## src/rtl/ahb_console_uart_if.sv

```systemverilog
// AHB-Lite slave-side bus bundle for the console UART window.
interface ahb_console_uart_if;
  logic        HSEL;
  logic [31:0] HADDR;
  logic [1:0]  HTRANS;
  logic        HWRITE;
  logic [2:0]  HSIZE;
  logic        HREADY;
  logic [31:0] HWDATA;
  logic        HREADYOUT;
  logic [31:0] HRDATA;
  logic        HRESP;

  modport master (
    output HSEL, HADDR, HTRANS, HWRITE, HSIZE, HREADY, HWDATA,
    input  HREADYOUT, HRDATA, HRESP
  );

  modport slave (
    input  HSEL, HADDR, HTRANS, HWRITE, HSIZE, HREADY, HWDATA,
    output HREADYOUT, HRDATA, HRESP
  );
endinterface

```

## src/rtl/ahb_console_uart.sv

```systemverilog
// AHB-Lite console slave: putc/hex-print stores -> byte FIFO -> 8N1 serial output.
// state      | meaning
// EXP_IDLE   | no hex expansion pending
// EXP_EXPAND | pushing one ASCII char per cycle, index 0..7 nibbles, 8 newline
// TX_IDLE    | line high, waiting for a byte
// TX_START   | start bit low for div cycles
// TX_DATA    | 8 data bits, LSB first, div cycles each
// TX_STOP    | stop bit high for div cycles
module ahb_console_uart #(
  parameter logic [31:0] BASE_ADDR  = 32'h4000_0000,
  parameter int          FIFO_DEPTH = 16,
  parameter logic [15:0] CLK_DIV    = 16'd434
) (
  input  logic              HCLK,
  input  logic              HRESET,
  ahb_console_uart_if.slave ahb,
  output logic              uart_tx,
  output logic              tx_busy
);
  localparam int AW = $clog2(FIFO_DEPTH);
  localparam int CW = AW + 1;

  localparam logic [1:0] REG_DATA   = 2'd0;
  localparam logic [1:0] REG_STATUS = 2'd1;
  localparam logic [1:0] REG_HEX    = 2'd2;
  localparam logic [1:0] REG_DIV    = 2'd3;

  typedef enum logic {EXP_IDLE, EXP_EXPAND} exp_state_e;
  typedef enum logic [1:0] {TX_IDLE, TX_START, TX_DATA, TX_STOP} tx_state_e;

  logic       dph_valid_q, dph_valid_d;
  logic       dph_write_q, dph_write_d;
  logic [1:0] dph_reg_q, dph_reg_d;
  logic [15:0] div_q, div_d;

  logic [7:0]    fifo_mem_q [FIFO_DEPTH];
  logic [AW-1:0] wr_ptr_q, wr_ptr_d, rd_ptr_q, rd_ptr_d;
  logic [CW-1:0] count_q, count_d;

  exp_state_e  exp_state_q, exp_state_d;
  logic [31:0] exp_shift_q, exp_shift_d;
  logic [3:0]  exp_idx_q, exp_idx_d;

  tx_state_e   tx_state_q, tx_state_d;
  logic [7:0]  tx_shift_q, tx_shift_d;
  logic [2:0]  tx_bit_q, tx_bit_d;
  logic [15:0] tx_cnt_q, tx_cnt_d;
  logic [15:0] tx_div_q, tx_div_d;
  logic        uart_tx_q, uart_tx_d;

  logic fifo_full, fifo_empty, exp_busy;
  logic wr_data, wr_hex, wr_div, stall;
  logic data_push, hex_load, exp_push, push_en, pop_en;
  logic [7:0] exp_char, push_byte, rd_byte;
  logic unused_bus;

  assign unused_bus = ^{ahb.HSIZE, ahb.HADDR[31:4], ahb.HADDR[1:0], BASE_ADDR};

  function automatic logic [7:0] hex_ascii(input logic [3:0] nib);
    return (nib < 4'd10) ? (8'h30 + {4'b0, nib}) : (8'h37 + {4'b0, nib});
  endfunction

  assign fifo_full  = (count_q == CW'(FIFO_DEPTH));
  assign fifo_empty = (count_q == '0);
  assign exp_busy   = (exp_state_q == EXP_EXPAND);
  assign rd_byte    = fifo_mem_q[rd_ptr_q];

  assign wr_data = dph_valid_q & dph_write_q & (dph_reg_q == REG_DATA);
  assign wr_hex  = dph_valid_q & dph_write_q & (dph_reg_q == REG_HEX);
  assign wr_div  = dph_valid_q & dph_write_q & (dph_reg_q == REG_DIV);

  // DATA must also wait for the expander so bytes land in bus order
  assign stall     = (wr_data & (fifo_full | exp_busy)) | (wr_hex & exp_busy);
  assign data_push = wr_data & ~stall;
  assign hex_load  = wr_hex & ~exp_busy;

  assign ahb.HREADYOUT = ~stall;
  assign ahb.HRESP     = 1'b0;
  assign uart_tx       = uart_tx_q;
  assign tx_busy       = (tx_state_q != TX_IDLE) | ~fifo_empty;

  always_comb begin
    ahb.HRDATA = '0;
    if (dph_valid_q && !dph_write_q) begin
      case (dph_reg_q)
        REG_STATUS: ahb.HRDATA = {16'b0, 8'(count_q), 5'b0, tx_busy, fifo_empty, fifo_full};
        REG_DIV:    ahb.HRDATA = {16'b0, div_q};
        default:    ahb.HRDATA = '0;
      endcase
    end
  end

  always_comb begin
    dph_valid_d = dph_valid_q;
    dph_write_d = dph_write_q;
    dph_reg_d   = dph_reg_q;
    if (ahb.HREADY) begin
      dph_valid_d = ahb.HSEL & ahb.HTRANS[1];
      dph_write_d = ahb.HWRITE;
      dph_reg_d   = ahb.HADDR[3:2];
    end
    div_d = div_q;
    if (wr_div) div_d = (ahb.HWDATA[15:0] == 16'd0) ? 16'd1 : ahb.HWDATA[15:0];
  end

  always_comb begin
    exp_state_d = exp_state_q;
    exp_shift_d = exp_shift_q;
    exp_idx_d   = exp_idx_q;
    exp_push    = 1'b0;
    exp_char    = (exp_idx_q == 4'd8) ? 8'h0A : hex_ascii(exp_shift_q[31:28]);
    case (exp_state_q)
      EXP_IDLE: begin
        if (hex_load) begin
          exp_shift_d = ahb.HWDATA;
          exp_idx_d   = 4'd0;
          exp_state_d = EXP_EXPAND;
        end
      end
      EXP_EXPAND: begin
        if (!fifo_full) begin
          exp_push    = 1'b1;
          exp_shift_d = {exp_shift_q[27:0], 4'h0};
          exp_idx_d   = exp_idx_q + 4'd1;
          if (exp_idx_q == 4'd8) exp_state_d = EXP_IDLE;
        end
      end
      default: exp_state_d = EXP_IDLE;
    endcase
  end

  always_comb begin
    tx_state_d = tx_state_q;
    tx_shift_d = tx_shift_q;
    tx_bit_d   = tx_bit_q;
    tx_cnt_d   = tx_cnt_q;
    tx_div_d   = tx_div_q;
    pop_en     = 1'b0;
    case (tx_state_q)
      TX_IDLE: begin
        if (!fifo_empty) begin
          pop_en     = 1'b1;
          tx_shift_d = rd_byte;
          tx_div_d   = div_q;
          tx_cnt_d   = div_q - 16'd1;
          tx_state_d = TX_START;
        end
      end
      TX_START: begin
        if (tx_cnt_q == 16'd0) begin
          tx_cnt_d   = tx_div_q - 16'd1;
          tx_bit_d   = 3'd0;
          tx_state_d = TX_DATA;
        end else begin
          tx_cnt_d = tx_cnt_q - 16'd1;
        end
      end
      TX_DATA: begin
        if (tx_cnt_q == 16'd0) begin
          tx_cnt_d   = tx_div_q - 16'd1;
          tx_shift_d = {1'b0, tx_shift_q[7:1]};
          tx_bit_d   = tx_bit_q + 3'd1;
          if (tx_bit_q == 3'd7) tx_state_d = TX_STOP;
        end else begin
          tx_cnt_d = tx_cnt_q - 16'd1;
        end
      end
      TX_STOP: begin
        if (tx_cnt_q == 16'd0) begin
          if (!fifo_empty) begin
            pop_en     = 1'b1;
            tx_shift_d = rd_byte;
            tx_div_d   = div_q;
            tx_cnt_d   = div_q - 16'd1;
            tx_state_d = TX_START;
          end else begin
            tx_state_d = TX_IDLE;
          end
        end else begin
          tx_cnt_d = tx_cnt_q - 16'd1;
        end
      end
      default: tx_state_d = TX_IDLE;
    endcase
    // line is registered from the next state so it never glitches
    case (tx_state_d)
      TX_START: uart_tx_d = 1'b0;
      TX_DATA:  uart_tx_d = tx_shift_d[0];
      default:  uart_tx_d = 1'b1;
    endcase
  end

  always_comb begin
    push_en   = exp_push | data_push;
    push_byte = exp_push ? exp_char : ahb.HWDATA[7:0];
    wr_ptr_d  = push_en ? (wr_ptr_q + AW'(1)) : wr_ptr_q;
    rd_ptr_d  = pop_en ? (rd_ptr_q + AW'(1)) : rd_ptr_q;
    count_d   = count_q + CW'(push_en) - CW'(pop_en);
  end

  always_ff @(posedge HCLK) begin
    if (push_en) fifo_mem_q[wr_ptr_q] <= push_byte;
  end

  always_ff @(posedge HCLK) begin
    if (HRESET) begin
      dph_valid_q <= 1'b0;
      dph_write_q <= 1'b0;
      dph_reg_q   <= 2'd0;
      div_q       <= CLK_DIV;
      wr_ptr_q    <= '0;
      rd_ptr_q    <= '0;
      count_q     <= '0;
      exp_state_q <= EXP_IDLE;
      exp_shift_q <= '0;
      exp_idx_q   <= 4'd0;
      tx_state_q  <= TX_IDLE;
      tx_shift_q  <= '0;
      tx_bit_q    <= 3'd0;
      tx_cnt_q    <= 16'd0;
      tx_div_q    <= CLK_DIV;
      uart_tx_q   <= 1'b1;
    end else begin
      dph_valid_q <= dph_valid_d;
      dph_write_q <= dph_write_d;
      dph_reg_q   <= dph_reg_d;
      div_q       <= div_d;
      wr_ptr_q    <= wr_ptr_d;
      rd_ptr_q    <= rd_ptr_d;
      count_q     <= count_d;
      exp_state_q <= exp_state_d;
      exp_shift_q <= exp_shift_d;
      exp_idx_q   <= exp_idx_d;
      tx_state_q  <= tx_state_d;
      tx_shift_q  <= tx_shift_d;
      tx_bit_q    <= tx_bit_d;
      tx_cnt_q    <= tx_cnt_d;
      tx_div_q    <= tx_div_d;
      uart_tx_q   <= uart_tx_d;
    end
  end
endmodule
```

## src/flat_wrapper.sv

```systemverilog
// flat-port wrapper written by rule: the top's interface ports become plain ports
module ahb_console_uart_flat 
#(
  parameter logic [31:0] BASE_ADDR  = 32'h4000_0000,
  parameter int          FIFO_DEPTH = 16,
  parameter logic [15:0] CLK_DIV    = 16'd434
)
  (HCLK, HRESET, uart_tx, tx_busy, ahb_HSEL, ahb_HADDR, ahb_HTRANS, ahb_HWRITE, ahb_HSIZE, ahb_HREADY, ahb_HWDATA, ahb_HREADYOUT, ahb_HRDATA, ahb_HRESP);
  ahb_console_uart_if ahb_i ();
  input  logic HCLK;
  input  logic HRESET;
  output logic uart_tx;
  output logic tx_busy;
  input wire logic [$bits(ahb_i.HSEL)-1:0] ahb_HSEL;
  input wire logic [$bits(ahb_i.HADDR)-1:0] ahb_HADDR;
  input wire logic [$bits(ahb_i.HTRANS)-1:0] ahb_HTRANS;
  input wire logic [$bits(ahb_i.HWRITE)-1:0] ahb_HWRITE;
  input wire logic [$bits(ahb_i.HSIZE)-1:0] ahb_HSIZE;
  input wire logic [$bits(ahb_i.HREADY)-1:0] ahb_HREADY;
  input wire logic [$bits(ahb_i.HWDATA)-1:0] ahb_HWDATA;
  output wire logic [$bits(ahb_i.HREADYOUT)-1:0] ahb_HREADYOUT;
  output wire logic [$bits(ahb_i.HRDATA)-1:0] ahb_HRDATA;
  output wire logic [$bits(ahb_i.HRESP)-1:0] ahb_HRESP;
  assign ahb_i.HSEL = ahb_HSEL;
  assign ahb_i.HADDR = ahb_HADDR;
  assign ahb_i.HTRANS = ahb_HTRANS;
  assign ahb_i.HWRITE = ahb_HWRITE;
  assign ahb_i.HSIZE = ahb_HSIZE;
  assign ahb_i.HREADY = ahb_HREADY;
  assign ahb_i.HWDATA = ahb_HWDATA;
  assign ahb_HREADYOUT = ahb_i.HREADYOUT;
  assign ahb_HRDATA = ahb_i.HRDATA;
  assign ahb_HRESP = ahb_i.HRESP;
  ahb_console_uart #(.BASE_ADDR(BASE_ADDR), .FIFO_DEPTH(FIFO_DEPTH), .CLK_DIV(CLK_DIV)) u_core (.HCLK(HCLK), .HRESET(HRESET), .ahb(ahb_i), .uart_tx(uart_tx), .tx_busy(tx_busy));
endmodule
```

## config.mk

```make
export PLATFORM = sky130hd
export DESIGN_NAME = ahb_console_uart_flat
export DESIGN_NICKNAME = d
export VERILOG_FILES = /design/src/rtl/ahb_console_uart_if.sv /design/src/rtl/ahb_console_uart.sv /design/src/flat_wrapper.sv
export SDC_FILE = /design/constraint.sdc
export NUM_CORES = 1
export LEC_CHECK = 0
export ABC_AREA = 0
export ABC_CLOCK_PERIOD_IN_PS = 3400
export BUFFER_PORTS_ARGS = -buffer_cell sky130_fd_sc_hd__buf_2
export CORE_ASPECT_RATIO = 0.7
export CORE_MARGIN = 5
export CORE_UTILIZATION = 59
export DETAILED_ROUTE_END_ITERATION = 16
export PLACE_DENSITY = 0.79
export SLEW_MARGIN = 10
export SYNTH_ARGS = -nofsm -noshare
export SYNTH_HDL_FRONTEND = slang
export SYNTH_SLANG_ARGS = --single-unit
```

## constraint.sdc

```tcl
create_clock -name HCLK -period 3.4 [get_ports HCLK]
set_clock_uncertainty 0.1 [all_clocks]
set_input_delay 0.34 -clock HCLK [delete_from_list [all_inputs] [get_ports HCLK]]
set_output_delay 0.34 -clock HCLK [all_outputs]
set_load 0.03 [all_outputs]
```

==> results of run 1 <==
-- layer usage --
layer	routed length, µm	global-route usage	part of all wire
met1	12000	0.366	0.45
met2	11700	0.352	0.44
met3	2590	0.0543	0.097
met4	384	0.0400	0.014
met5	0	0	0
-- what timing repair did --
action                     CTS  global route
hold endpoints to repair    11             0
gates resized for setup      0             1
hold buffers                11             0
setup endpoints to repair    0             1
-- sequential cells by signal (all words and copies together) (netlist names), named ones only --
register            flops
u_core.fifo_mem_q     128
u_core.exp_shift_q     32
u_core.div_q           16
u_core.tx_cnt_q        16
u_core.tx_div_q        16
u_core.tx_shift_q       8
u_core.count_q          5
u_core.exp_idx_q        4
u_core.rd_ptr_q         4
u_core.wr_ptr_q         4
u_core.tx_bit_q         3
u_core.dph_reg_q        2
u_core.tx_state_q       2
u_core.dph_valid_q      1
u_core.dph_write_q      1
u_core.exp_busy         1
u_core.uart_tx          1
-- layout make-up --
class / count / area [µm²]
Clock buffer: 30 / 623
Clock inverter: 14 / 178
Inverter: 27 / 101
Timing Repair Buffer: 102 / 663
Multi-Input combinational cell: 677 / 4890
Tap cell: 264 / 330
Fill cell: 1345 / 6040
Sequential cell: 248 / 6250
-- worst max-delay path by stage --
stage                                  startpoint                      endpoint  cells past startpoint  slack, ps
finish              u_core.tx_cnt_q[8]$_SDFF_PP0_  u_core.count_q[4]$_SDFF_PP0_                     14        270
global placement    u_core.tx_cnt_q[8]$_SDFF_PP0_  u_core.count_q[4]$_SDFF_PP0_                     14        330
detailed placement  u_core.tx_cnt_q[8]$_SDFF_PP0_  u_core.count_q[4]$_SDFF_PP0_                     14        250
global route        u_core.tx_cnt_q[8]$_SDFF_PP0_  u_core.count_q[4]$_SDFF_PP0_                     14         60
floorplan            u_core.count_q[3]$_SDFF_PP0_  u_core.count_q[4]$_SDFF_PP0_                     15        440
CTS                 u_core.tx_cnt_q[8]$_SDFF_PP0_  u_core.count_q[4]$_SDFF_PP0_                     14        200
-- stage by stage --
stage               worst slack (ps)  utilization
detailed placement               248        0.635
CTS                              205        0.683
global placement                 332        0.635
finish                           275        0.683
global route                    56.9        0.683
floorplan                        441            -
-- worst max-delay path: cells and delay by family, from the launching register on --
kind / cells / cell delay, ps
fa+ha+maj: 2 / 570
compound gates: 3 / 260
flops: 1 / 360
buf+inv: 2 / 130
simple gates: 7 / 1570
-- synthesized netlist by cell type, types with 7 or more instances --
cell | n | share of area
nor3_1 | 22 | 0.0095
buf_4 | 21 | 0.014
o22ai_1 | 12 | 0.0065
nand2_1 | 80 | 0.026
nor4_1 | 13 | 0.0070
edfxtp_1 | 128 | 0.33
nor2_1 | 135 | 0.044
clkbuf_1 | 38 | 0.012
and3_1 | 10 | 0.0054
mux4_2 | 39 | 0.076
inv_1 | 26 | 0.0085
a31oi_1 | 7 | 0.0038
dfxtp_1 | 120 | 0.21
a21oi_1 | 35 | 0.015
a22oi_1 | 12 | 0.0078
xor2_1 | 24 | 0.018
o21ai_0 | 29 | 0.013
nand3_1 | 10 | 0.0043
mux2i_1 | 50 | 0.043
nand2b_1 | 9 | 0.0049
ha_1 | 24 | 0.026
buf_1 | 9 | 0.0029
buf_2 | 7 | 0.0030
nand3b_1 | 7 | 0.0046
a211oi_1 | 30 | 0.020
xnor2_1 | 26 | 0.020
-- report_power, final --
part / switching (mW) / internal [mW]
logic: 1.57 / 1.12
clock network: 1.11 / 1.61
registers: 0.190 / 3.32
-- cell families after synthesis --
family / Yosys count / synth area share
flops: 248 / 0.541
fa+ha+maj: 25 / 0.0278
other cells: 1 / 0.000325
simple gates: 325 / 0.131
compound gates: 171 / 0.100
buf+inv: 103 / 0.0417
xor+xnor: 50 / 0.0379
mux: 89 / 0.119
==> summary.md, run 1 <==
| Metric | Value |
|---|---|
| First-pass GRT wire length | `42500 µm` |
| EDFF count, synth | `approximately 130` |
| Hold wc startpoint | `ahb_HWDATA[5]` |
| Final Hold Viols | `0` |
| Reg-to-reg critical path startpoint | `u_core.tx_cnt_q[8]$_SDFF_PP0_` |
| Initial core utilization | `0.605` |
| Finish-stage setup viols | `0` |
| DP HPWL | `between 15000 and 20000 µm` |
| R2R cell count | `14` |
| Leak pwr | `4.60 nW` |
| Routed via count | `8166` |
| Status | `completed` |
| Max incr delay on CP | `420 ps` |
| ANT cells | `0` |
| Power per cell area | `684 mW/mm²` |
| Gr usage total | `0.237` |
| Worst Max-Slew Pin Slew | `a little over 1000 ps` |
| Die width | `~180 µm` |
| Initial antenna violation count | `0` |
| P&R area growth vs syn | `12.9%` |
| Mapped Cells | `slightly above 1k` |
| Post-synthesis sequential area ratio | `0.541` |
| Tightest Hold Check Type | `in -> reg` |
| Share of cells above drive strength 1 | `0.165` |
| Clock sinks | `roughly 250` |
| Dpl cells | `about 1.3k` |
| Die Y | `between 100 and 150 µm` |
| ANT nets after route | `0` |
| Clock H-tree levels | `1` |
| DR WL/cell | `19.6 µm` |
| Count of different cell masters after synthesis | `66` |
| Hold path cells | `3` |
| Post-synth ARST share | `0` |
| DRC Markers | `0` |
| Main synth FF type | `edfxtp_1` |
| Average size of a mapped cell | `approximately 11 µm²` |
| Max-Cap Viols | `0` |
| Row cnt | `42` |
| Slew headroom | `0.318` |
| RSZ-0062 raised after global routing | `no` |
| Most common cell after layout, fill and taps aside | `nor2_1` |
| FMAX | `between 0.3 and 0.4 GHz` |
| Peak VDD IR | `around 430 µV` |
| DIE AREA | `about 0.023 mm²` |
| Fin cells | `around 1.4k` |
| Final Net Count | `approximately 1.2k` |
| Synth Warn # | `0` |
| DRT iter0 DRCs | `roughly 950` |
| Critical-path top delay cell | `nor4_2` |
| CTS Buffer Depth | `3` |
| Flops & latches, synth | `around 250` |
| Crit-path cells | `nor4_2 -> and2_2 -> a31oi_4 -> nand2b_1 -> or2_2 -> nand2_1 -> ha_1 -> inv_1 -> fa_1 -> inv_1 -> a21oi_1 -> nor2_1 -> or3_1 -> a21oi_1` |
| WHS | `20.9 ps` |
| Power Total | `between 8 and 9 mW` |
| Commonest non-fill, non-tap cells in the layout | `nor2_1, edfxtp_1, dfxtp_1, nand2_1, buf_2` |
| Cell Area, Placed | `roughly 0.012 mm²` |
| CTS clk-pin slew, worst paths | `around 60 ps` |
| CP Data Required Time | `roughly 3700 ps` |
| Overflow after GRT | `0` |
| Final wirelength | `between 20000 and 30000 µm` |
| Worst skew pair latency | `around 520 ps` |
| Final period util | `0.919` |
| Mapped Area | `between 0.01 and 0.015 mm²` |
| Post-DR vias/cell | `between 5 and 6` |
| Setup tns final | `0 ps` |
| Top Ports | `110` |
| Largest net degree at the start of global routing | `76` |
| Number of buffers created by CTS | `24` |
| Worst setup SP type | `flop` |
| TritonRoute pass-1 iters | `5` |
| TritonCTS clock tree | `built` |
| Worst hold endpoint | `u_core.div_q[5]$_SDFFE_PP1P_` |
| Reg2reg setup slack | `approximately 270 ps` |
| Number of buffers added on ports | `a little under 60` |
| Gpl congestion | `~0.87` |
| Post CTS Setup Buffer Count | `0` |
| Area of the core | `between 0.015 and 0.02 mm²` |
| Max Slew Vio Count | `0` |
| CP Class | `reg -> reg` |
| Worst Path Arrival | `~3400 ps` |
| Reg2reg end | `u_core.count_q[4]$_SDFF_PP0_` |
| Vias in the first global route | `roughly 7.7k` |
| CP max FO | `6` |
| Post-route cell area | `around 0.013 mm²` |
| Clock Tree Root | `clkbuf_16` |
| Min cycle time layout | `3130 ps` |
| Crit. End Element | `flop` |
Power figures use the tool's default switching activity.
==> run 2: changes to the inputs <==
--- a/config.mk
+++ b/config.mk
@@ -6,13 +6,12 @@
 export NUM_CORES = 1
 export LEC_CHECK = 0
 export ABC_AREA = 0
-export ABC_CLOCK_PERIOD_IN_PS = 3400
 export BUFFER_PORTS_ARGS = -buffer_cell sky130_fd_sc_hd__buf_2
 export CORE_ASPECT_RATIO = 0.7
 export CORE_MARGIN = 5
-export CORE_UTILIZATION = 59
+export CORE_UTILIZATION = 60
 export DETAILED_ROUTE_END_ITERATION = 16
-export PLACE_DENSITY = 0.79
+export PLACE_DENSITY = 0.81
 export SLEW_MARGIN = 10
 export SYNTH_ARGS = -nofsm -noshare
 export SYNTH_HDL_FRONTEND = slang
==> constraint.sdc (replaced) <==
create_clock -name HCLK -period 3.8 [get_ports HCLK]
set_clock_uncertainty 0.1 [all_clocks]
set_input_delay 0.38 -clock HCLK [delete_from_list [all_inputs] [get_ports HCLK]]
set_output_delay 0.38 -clock HCLK [all_outputs]
set_load 0.03 [all_outputs]
==> run 2 against run 1 <==
Die area is 1.6% lower. Maximum frequency is 2.8% lower. Combinational power is 13% lower. First-iteration DRC count is 18% lower. Hold slack better by 5.0 ps. Design area is 1.8% lower. Non-clock buffer count is 20 lower. Global-route usage is 0.89 points lower. Final cell count is 3.0% lower. Largest cell class unchanged. Critical endpoint unchanged. Register-to-register slack better by 310 ps. Highest routed layer is now met5. Power is 12% lower. Setup slack better by 310 ps.
==> summary.md, run 2 (synthesis gave the netlist of run 1 again) <==
| Metric | Value |
|---|---|
| Status | `completed` |
| Setup tns final | `0 ps` |
| Gr usage total | `0.228` |
| Largest net degree at the start of global routing | `72` |
| Post-CTS sizing | `0` |
| Worst Max-Slew Pin Slew | `around 1200 ps` |
| Top Ports | `110` |
| First-pass GRT wire length | `between 40000 and 50000 µm` |
| DRC Markers | `0` |
| Post-route setup slack | `586 ps` |
| Post-DR vias/cell | `6.08` |
| Clock Tree Root | `clkbuf_16` |
| Clock H-tree levels | `1` |
| ANT nets after route | `0` |
| P&R area growth vs syn | `10.9%` |
| Number of flip-flops in the largest register | `128` |
| Cell Area, Placed | `about 0.012 mm²` |
| Row cnt | `42` |
| Post-route cell area | `~0.013 mm²` |
| GR peak layer | `met1` |
| Hold-fix buffers at CTS | `2` |
| Seq pwr share | `0.405` |
| Max Slew Vio Count | `0` |
| RSZ-0062 raised after global routing | `no` |
| Top flop regs | `u_core.fifo_mem_q: 128 flops, u_core.exp_shift_q: 32 flops` |
| Max-Cap Viols | `0` |
| Peak VDD IR | `about 300 µV` |
| Crit. End Element | `flop` |
| Share of cells above drive strength 1 | `0.160` |
| Routed via count | `~8.0k` |
| Initial antenna violation count | `2` |
| Gpl congestion | `0.886` |
| Comb pwr share | `0.297` |
| Initial core utilization | `0.610` |
| Number of buffers added on ports | `a little under 60` |
| Core Util, Final | `0.677` |
| Area of the core | `about 0.019 mm²` |
| Commonest non-fill, non-tap cells in the layout | `nor2_1, edfxtp_1, dfxtp_1, nand2_1, buf_2` |
| Placement Setup Slack | `around 630 ps` |
| Final Net Count | `1159` |
| Number of buffers created by CTS | `24` |
| Sw Pwr | `2.54 mW` |
| CP Data Required Time | `4070 ps` |
| Final period util | `0.846` |
| DP HPWL | `between 15000 and 20000 µm` |
| Power per cell area | `~610 mW/mm²` |
| Vias in the first global route | `approximately 7.6k` |
| Overflow after GRT | `0` |
| Worst skew pair latency | `around 520 ps` |
| Clock network power share | `0.298` |
| Worst Path Arrival | `3480 ps` |
| TritonCTS clock tree | `built` |
| Worst setup SP type | `flop` |
| Int Pwr | `around 5.3 mW` |
| FMAX | `0.311 GHz` |
| DRT iter0 DRCs | `780` |
| Clock sinks | `approximately 250` |
| DR WL/cell | `~20 µm` |
| DIE AREA | `0.0222 mm²` |
| Die Y | `126 µm` |
| Slew headroom | `0.195` |
| Min cycle time layout | `around 3200 ps` |
| CP Class | `reg -> reg` |
| Met2 GRT Util | `0.335` |
| Final wirelength | `26000 µm` |
| TritonRoute pass-1 iters | `5` |
| Finish-stage setup viols | `0` |
| Global routing met3 resource utilization | `0.0461` |
| CP max FO | `6` |
| Tightest Hold Check Type | `in -> reg` |
| GR Util met1 | `0.360` |
| Post CTS Setup Buffer Count | `0` |
| CTS clk-pin slew, worst paths | `roughly 70 ps` |
| Final Hold Viols | `0` |
| Most common cell after layout, fill and taps aside | `nor2_1` |
| CTS Buffer Depth | `3` |
| Most flop-heavy register | `u_core.fifo_mem_q` |
| Die width | `~180 µm` |
| WHS | `roughly 26 ps` |
| Filler cells | `~1.4k` |
| Switch share | `0.325` |
| Leak pwr | `around 4.5 nW` |
==> run 2: cell types whose count changed in the layout (fill, tap and decap cells not counted), moves of 2 or more <==
cell,delta
clkinv_2,+2
dlygate4sd3_1,-9
clkinvlp_2,-4
clkbuf_2,+2
clkinv_1,-3
inv_1,+2
clkbuf_1,-3
bufinv_16,-3
buf_4,-10
clkbuf_8,+5
==> run 2: critical path, stage by stage (launching register included) <==
cell and delay, ps:
dfxtp_1 360, nor4_2 370, and2_1 340, a31oi_4 180, nand2b_1 260, or2_2 330
nand2_1 70, ha_1 160, inv_1 60, fa_1 420, inv_1 70, a21oi_1 60
nor2_1 130, or3_1 120, a21oi_1 50
==> run 2: worst paths after layout <==
path              depth (start not counted)                           endpoint  slack, ps                         startpoint
hold reg to reg                           2  u_core.tx_shift_q[7]$_SDFFE_PP0P_        380  u_core.tx_shift_q[7]$_SDFFE_PP0P_
hold / removal                            3       u_core.div_q[8]$_SDFFE_PP1P_         30                      ahb_HWDATA[8]
setup / recovery                         14       u_core.count_q[4]$_SDFF_PP0_        590      u_core.tx_cnt_q[8]$_SDFF_PP0_
setup reg to reg                         14       u_core.count_q[4]$_SDFF_PP0_        590      u_core.tx_cnt_q[8]$_SDFF_PP0_
==> run 2: per-layer routing <==
layer	part of all wire	wire, µm
met1	0.46	12100
met2	0.43	11300
met3	0.090	2330
met4	0.014	364
met5	0.00027	7
==> run 2: area by class of cell <==
| class | count | area (µm²) | area share |
|---|---|---|---|
| Clock inverter | 9 | 80.1 | 0.00626 |
| Multi-Input combinational cell | 677 | 4890 | 0.382 |
| Clock buffer | 35 | 698 | 0.0545 |
| Tap cell | 242 | 303 | 0.0237 |
| Antenna cell | 1 | 2.50 | 0.000196 |
| Timing Repair Buffer | 82 | 478 | 0.0373 |
| Inverter | 27 | 101 | 0.00792 |
| Sequential cell | 248 | 6250 | 0.488 |
==> run 2: metrics by stage <==
| step | power [mW] | cells |
|---|---|---|
| after floorplan | 4.98 | 1028 |
| after global placement | 5.43 | 1274 |
| after detailed placement | 5.49 | 1274 |
| after CTS | 7.82 | 1320 |
| after global routing | 8.21 | 1321 |
| final | 7.82 | 1321 |
==> run 2: power groups by stage <==
stage	registers (mW)	clock network, mW	logic [mW]
floorplan	3.15	0	1.83
global placement	3.21	0	2.22
detailed placement	3.22	0	2.28
CTS	3.16	2.36	2.30
global route	3.19	2.49	2.54
finish	3.16	2.33	2.32
